### src/rtl/weight_fetch_arbiter.sv
// weight_fetch_arbiter: shares the single weight_store read port among N_REQ requesters.
// Each requester posts one burst (tensor, base address, length in bytes). Grants are
// round-robin. An accepted burst walks ws_addr one byte per cycle, and a tag pipe
// RD_LAT deep marks each returning beat with its owner and its last flag.
// Bursts that fall outside the fixed 36-tensor depth map are rejected with an err pulse.
//
// Ports:
//   clk, rst                 clock, asynchronous active-high reset
//   req_valid / req_ready    per-requester burst handshake (req_ready combinational, one-hot)
//   req_tensor/addr/len      packed request fields, requester i at [i*W +: W]
//   ws_tensor_sel, ws_addr   registered weight_store read address
//   ws_data, ws_scale        weight_store read data (RD_LAT edges after address change)
//   rd_valid/id/last         tagged read stream (pipe tail); rd_data/rd_scale pass through
//   err, err_id              one-cycle reject pulse; err_id held until the next reject
//   busy                     arbiter is not idle
module weight_fetch_arbiter #(
  parameter int unsigned N_REQ  = 3,
  parameter int unsigned RD_LAT = 2,
  parameter int unsigned TS_W   = 6,
  parameter int unsigned ADDR_W = 16,
  localparam int unsigned ID_W  = (N_REQ > 1) ? $clog2(N_REQ) : 1
) (
  input  logic                    clk,
  input  logic                    rst,
  input  logic [N_REQ-1:0]        req_valid,
  output logic [N_REQ-1:0]        req_ready,
  input  logic [N_REQ*TS_W-1:0]   req_tensor,
  input  logic [N_REQ*ADDR_W-1:0] req_addr,
  input  logic [N_REQ*17-1:0]     req_len,
  output logic [TS_W-1:0]         ws_tensor_sel,
  output logic [ADDR_W-1:0]       ws_addr,
  input  logic [7:0]              ws_data,
  input  logic [31:0]             ws_scale,
  output logic                    rd_valid,
  output logic [7:0]              rd_data,
  output logic [31:0]             rd_scale,
  output logic [ID_W-1:0]         rd_id,
  output logic                    rd_last,
  output logic                    err,
  output logic [ID_W-1:0]         err_id,
  output logic                    busy
);

  localparam int unsigned LEN_W     = 17;
  localparam int unsigned SUM_W     = LEN_W + 1;
  localparam int unsigned N_TENSOR  = 36;
  localparam int unsigned DCNT_W    = (RD_LAT > 1) ? $clog2(RD_LAT) : 1;

  typedef enum logic [1:0] {S_IDLE, S_ERR, S_ISSUE, S_DRAIN} state_t;

  state_t              state, state_nxt;
  logic [ID_W-1:0]     rr_ptr;
  logic [ID_W-1:0]     id_q;
  logic [LEN_W-1:0]    len_q;
  logic [LEN_W-1:0]    cnt;
  logic [DCNT_W-1:0]   dcnt;

  logic [N_REQ-1:0]    grant;
  logic [ID_W-1:0]     gid;
  logic                found;
  logic [TS_W-1:0]     sel_tensor;
  logic [ADDR_W-1:0]   sel_addr;
  logic [LEN_W-1:0]    sel_len;
  logic                reject;
  logic                is_last;

  logic [RD_LAT-1:0]   pv;
  logic [RD_LAT-1:0]   pl;
  logic [ID_W-1:0]     pid [RD_LAT];

  // Byte depth of each tensor; tensors 2..33 repeat an 8-entry layer pattern.
  function automatic logic [LEN_W-1:0] depth_of(input logic [TS_W-1:0] sel);
    logic [TS_W-1:0] off;
    off = sel - TS_W'(2);
    if (sel < TS_W'(2))   return LEN_W'(32768);
    if (sel >= TS_W'(34)) return LEN_W'(128);
    case (off[2:0])
      3'd2:       return LEN_W'(49152);
      3'd3:       return LEN_W'(16384);
      3'd6, 3'd7: return LEN_W'(65536);
      default:    return LEN_W'(128);
    endcase
  endfunction

  // Round-robin scan starting one past the last grant, plus field mux of the winner.
  always_comb begin
    grant      = '0;
    gid        = '0;
    found      = 1'b0;
    sel_tensor = '0;
    sel_addr   = '0;
    sel_len    = '0;
    for (int k = 1; k <= int'(N_REQ); k++) begin
      for (int i = 0; i < int'(N_REQ); i++) begin
        if (!found && req_valid[i] && (i == (int'(rr_ptr) + k) % int'(N_REQ))) begin
          found    = 1'b1;
          gid      = ID_W'(i);
          grant[i] = 1'b1;
        end
      end
    end
    for (int i = 0; i < int'(N_REQ); i++) begin
      if (grant[i]) begin
        sel_tensor = req_tensor[i*TS_W +: TS_W];
        sel_addr   = req_addr[i*ADDR_W +: ADDR_W];
        sel_len    = req_len[i*LEN_W +: LEN_W];
      end
    end
  end

  // One guard bit on the end-address sum so illegal lengths cannot wrap back into range.
  assign reject = (sel_len == '0) ||
                  (sel_tensor >= TS_W'(N_TENSOR)) ||
                  ((SUM_W'(sel_addr) + SUM_W'(sel_len)) > SUM_W'(depth_of(sel_tensor)));

  assign is_last = (cnt == len_q - LEN_W'(1));

  // State register.
  always_ff @(posedge clk or posedge rst) begin
    if (rst) state <= S_IDLE;
    else     state <= state_nxt;
  end

  // Next state and combinational handshake/busy.
  always_comb begin
    state_nxt = state;
    req_ready = '0;
    busy      = 1'b1;
    case (state)
      S_IDLE: begin
        busy      = 1'b0;
        req_ready = grant;
        if (found) state_nxt = reject ? S_ERR : S_ISSUE;
      end
      S_ERR:   state_nxt = S_IDLE;
      S_ISSUE: if (is_last) state_nxt = S_DRAIN;
      S_DRAIN: if (dcnt == DCNT_W'(RD_LAT - 1)) state_nxt = S_IDLE;
      default: state_nxt = S_IDLE;
    endcase
  end

  // Burst datapath: latch on handshake, walk the address during ISSUE, count DRAIN.
  always_ff @(posedge clk or posedge rst) begin
    if (rst) begin
      ws_tensor_sel <= '0;
      ws_addr       <= '0;
      cnt           <= '0;
      dcnt          <= '0;
      rr_ptr        <= ID_W'(N_REQ - 1);
      id_q          <= '0;
      len_q         <= '0;
      err           <= 1'b0;
      err_id        <= '0;
    end else begin
      err <= 1'b0;
      case (state)
        S_IDLE: begin
          if (found) begin
            rr_ptr <= gid;
            id_q   <= gid;
            len_q  <= sel_len;
            if (reject) begin
              err    <= 1'b1;
              err_id <= gid;
            end else begin
              ws_tensor_sel <= sel_tensor;
              ws_addr       <= sel_addr;
              cnt           <= '0;
            end
          end
        end
        S_ISSUE: begin
          if (is_last) begin
            dcnt <= '0;
          end else begin
            ws_addr <= ws_addr + ADDR_W'(1);
            cnt     <= cnt + LEN_W'(1);
          end
        end
        S_DRAIN: dcnt <= dcnt + DCNT_W'(1);
        default: ;
      endcase
    end
  end

  // Tag pipe aligned with the weight_store read latency; empty tags outside ISSUE.
  always_ff @(posedge clk or posedge rst) begin
    if (rst) begin
      pv <= '0;
      pl <= '0;
      for (int i = 0; i < int'(RD_LAT); i++) pid[i] <= '0;
    end else begin
      for (int i = int'(RD_LAT) - 1; i > 0; i--) begin
        pv[i]  <= pv[i-1];
        pl[i]  <= pl[i-1];
        pid[i] <= pid[i-1];
      end
      pv[0]  <= (state == S_ISSUE);
      pl[0]  <= (state == S_ISSUE) && is_last;
      pid[0] <= (state == S_ISSUE) ? id_q : '0;
    end
  end

  assign rd_valid = pv[RD_LAT-1];
  assign rd_last  = pl[RD_LAT-1];
  assign rd_id    = pid[RD_LAT-1];
  assign rd_data  = ws_data;
  assign rd_scale = ws_scale;

endmodule
### config.mk
export PLATFORM = sky130hd
export DESIGN_NAME = weight_fetch_arbiter
export DESIGN_NICKNAME = d
export VERILOG_FILES = /design/src/rtl/weight_fetch_arbiter.sv
export SDC_FILE = /design/constraint.sdc
export NUM_CORES = 1
export LEC_CHECK = 0
export ABC_AREA = 1
export ABC_CLOCK_PERIOD_IN_PS = 10800
export CAP_MARGIN = 40
export CORE_AREA = 2 2 127 117
export DETAILED_ROUTE_END_ITERATION = 8
export DIE_AREA = 0 0 129 119
export PLACE_DENSITY = 0.94
export SLEW_MARGIN = 5
export SYNTH_ARGS = -nofsm -noshare
export SYNTH_HDL_FRONTEND = slang
export SYNTH_SLANG_ARGS = --single-unit
### constraint.sdc
create_clock -name clk -period 10.8 [get_ports clk]
set_input_delay 1.08 -clock clk [delete_from_list [all_inputs] [get_ports clk]]
set_output_delay 1.08 -clock clk [all_outputs]
set_load 0.02 [all_outputs]
==> reports/metrics.cfg <==
[cts]
postCtsResizedCells = 0
cts.clk_slew.worst_paths_ns = 0.05
cts_max_level = 3
cts_inserted_buffers = 9
clock_insertion_delay_worst_skew_ns = 0.34
cts_tree = built
cts_post_setup_buffers_inserted = 0
cts.hold.buffers_added = 0
clock_sink_count = 73
clk_root_buffer_cell = sky130_fd_sc_hd__clkbuf_16
max-clock-path-buffers = 2

[power]
reported_leakage_power_nw = 3.92
worst_ir_drop_vdd_uv = 82.6
power_density_nw_per_um2 = 93.2

[place]
placement.setup.worst_slack_ns = 3.27
dpl-instance-area_um2 = 7870
finalWeightedCongestion = 0.961
io_buffers = 154
dp.cells = 1286
detailed_place_hpwl_um = 14500

[layout]
most_frequent_standard_cell_in_the_layout_excluding_fill_and_tap_cells = sky130_fd_sc_hd__nand2_1
final_cell_count_no_fill = 1302
antenna_cells_inserted = 0
n_fill_cell = 1310
number_of_nets_in_the_layout = 1289
area_growth_syn_to_layout_pct = 25.6
layout.cells.most_common_list = sky130_fd_sc_hd__nand2_1, sky130_fd_sc_hd__clkdlybuf4s50_1, sky130_fd_sc_hd__nand3_1
postLayoutCoreUtil_pct = 57.2
final_layout_size_suffix_gt1_share_pct = 5.25
postLayoutCellArea_um2 = 8150

[min_path]
worstHoldPathType = reg -> reg
timing.hold.worst_endpoint = pl[1]$_DFF_PP0_
beginning_of_the_worst_hold_path = pl[0]$_DFF_PP0_
min_path_cells = 0

[global_route]
number_of_antenna_violations_at_the_first_check_in_global_routing = 0
global_route_congestion_overflow_total = 0
gr-usage-met1_pct = 31.8
groute.usage.overall_pct = 24.8
global_route.usage.met3_pct = 6.33
grt_use_met2_pct = 39.8
first_global_vias = 6322
grt_first_pass_wirelength_um = 30500
grt_start_max_net_pins = 69
global_route.peak_usage_layer = met2

[floorplan]
core_box_area_um2 = 14200
die-width_um = 129
die-area_um2 = 15400
num_rows = 42
initial_core_util_pct = 45.5
die_h_um = 119
io-pin-count = 235

[drt]
ant_nets = 0
post_route_drc_violation_count = 0
final_wl_um = 18600
drt-pass1-iter-count = 8
num_vias = 6859
detailedRoute.firstIterationViolations = 521
routedWlPerCell_um = 14.3
routed_via_density = 5.27

[sta]
achievable-frequency_mhz = 136
slew_worst_pin_ns = 0.638
worst_clock_skew_ns = 0.00691
unrepaired_setup_endpoints_after_global_routing = no
timing.final.crit_share_pct = 68.1
finalSetupTns_ns = 0
setup_viol_count_final = 0
post-route-worst-setup-slack_ns = 3.45
fin_hold_viols = 0
maxSlewViolCount = 0
finalWorstPathRequiredPeriod_ns = 7.35
worst_slew_margin_rel_pct = 57.2

[worst_setup_path]
worst-r2r-setup-slack_ns = 3.77
timing.rr.start = rr_ptr[1]$_DFFE_PP1P_
cp-end-kind = flip-flop
critPathSlowestCell = sky130_fd_sc_hd__o21ai_2
r2r.worst_path.cells = 40
worst-endpoint-required_ns = 11.02
slowest_delay_ns = 0.50
path_class = in -> reg
worst-path-max-fanout = 34
worstReg2RegEnd = ws_addr[5]$_DFFE_PP0P_
setup.worst_path.start_class = primary input
critPathArrivalTime_ns = 7.57
critPathMostFrequentCell = sky130_fd_sc_hd__nand2_1

[logic_synthesis]
yosysSeqAreaShare_pct = 28.2
synth_area_per_cell_um2 = 6.49
postSynthCellCount = 1000
mappedNetlistNets = 1190
mappedNetlistArea_um2 = 6490
synth_top_flop_cell = sky130_fd_sc_hd__dfrtp_1
synth_enable_flop_cells = 0
synthArstFlopShare_pct = 100
yosys_register_bits = 73
count_of_distinct_cell_types_in_the_synthesized_netlist = 47
yosysWarnings = 0

[status]
run_status = completed

[job]
cap_viol_max_count = 0

## sequential cells by signal, indices dropped and copies added (netlist names)
| signal | cells |
|---|---|
| cnt | 17 |
| len_q | 17 |
| ws_addr | 16 |
| ws_tensor_sel | 6 |
| err_id | 2 |
| pid | 2 |
| pl | 2 |
| pv | 2 |
| rd_id | 2 |
| rr_ptr | 2 |
| state | 2 |
| dcnt | 1 |
| err | 1 |
| id_q | 1 |
## critical path, delay by kind of cell
family          cells  cell delay, ns
xor+xnor            1            0.11
compound gates      6            1.49
buf+inv             3            0.93
fa+ha+maj           3            0.81
simple gates       26            3.09
## cells in the mapped netlist, types with 3 or more instances
master | instances | area share, %
sky130_fd_sc_hd__nand2_1 | 321 | 19
sky130_fd_sc_hd__a31oi_1 | 3 | 0.29
sky130_fd_sc_hd__xor2_1 | 28 | 3.8
sky130_fd_sc_hd__inv_2 | 7 | 0.41
sky130_fd_sc_hd__nand2_4 | 3 | 0.52
sky130_fd_sc_hd__buf_4 | 46 | 5.3
sky130_fd_sc_hd__nand3_1 | 90 | 6.9
sky130_fd_sc_hd__nor2_1 | 81 | 4.7
sky130_fd_sc_hd__buf_6 | 5 | 0.87
sky130_fd_sc_hd__dfrtp_1 | 72 | 28
sky130_fd_sc_hd__a21oi_1 | 42 | 3.2
sky130_fd_sc_hd__inv_1 | 88 | 5.1
sky130_fd_sc_hd__and3_1 | 3 | 0.29
sky130_fd_sc_hd__o21ai_0 | 57 | 4.4
sky130_fd_sc_hd__nor4_1 | 5 | 0.48
sky130_fd_sc_hd__o21ai_1 | 6 | 0.46
sky130_fd_sc_hd__xnor2_1 | 14 | 1.9
sky130_fd_sc_hd__o31ai_1 | 3 | 0.35
sky130_fd_sc_hd__nand4_1 | 15 | 1.4
sky130_fd_sc_hd__clkbuf_1 | 20 | 1.2
sky130_fd_sc_hd__ha_1 | 27 | 5.2
sky130_fd_sc_hd__nand2_2 | 15 | 1.4
sky130_fd_sc_hd__nor3_1 | 18 | 1.4
## per-layer routing
layer,up-vias,part of all wire (%)
met1,3157,42
met4,0,3.2
li1,3379,-
met5,-,0
met2,284,47
met3,39,7.5
## metrics by stage
stage | total power [mW] | hold WS [ns]
finish | 0.759 | 0.346
global route | 0.797 | 0.355
CTS | 0.761 | 0.347
detailed placement | 0.482 | 0.335
global placement | 0.478 | 0.333
floorplan | 0.424 | 0.331
## cell families (layout without fill, tap and decap cells)
logic type / after synthesis / in the layout / synth area share [%]
buffers and inverters: 171 / 275 / 13.2
xor gates and xnor gates: 42 / 42 / 5.67
and+or+nand+nor: 564 / 564 / 37.4
DFF: 73 / 73 / 28.2
AOI/OAI and AO/OA: 122 / 122 / 10.1
adders and majority gates: 28 / 28 / 5.52
## area by class of cell
class	count	area (um^2)	area share, %
Clock buffer	14	264	3.24
Clock inverter	2	12.5	0.154
Inverter	96	360	4.42
Multi-Input combinational cell	756	3800	46.7
Sequential cell	73	1830	22.4
Tap cell	198	248	3.04
Timing Repair Buffer	163	1630	20.0
## how the worst max path moves through the flow
| stage | from | endpoint | slack, ns |
|---|---|---|---|
| global route | req_valid[0] | ws_addr[4]$_DFFE_PP0P_ | 2.91 |
| finish | req_valid[0] | ws_addr[5]$_DFFE_PP0P_ | 3.45 |
| detailed placement | req_valid[0] | cnt[14]$_DFFE_PP0P_ | 3.27 |
| floorplan | req_valid[0] | ws_addr[10]$_DFFE_PP0P_ | 4.86 |
| global placement | req_valid[0] | cnt[9]$_DFFE_PP0P_ | 3.57 |
| CTS | req_valid[0] | ws_addr[5]$_DFFE_PP0P_ | 3.59 |
## power by group
part           internal [mW]  switching (mW)
Clock                  0.168           0.111
Combinational         0.0913           0.115
Sequential             0.274               0
No activity file was read; power rests on OpenSTA's default activity.
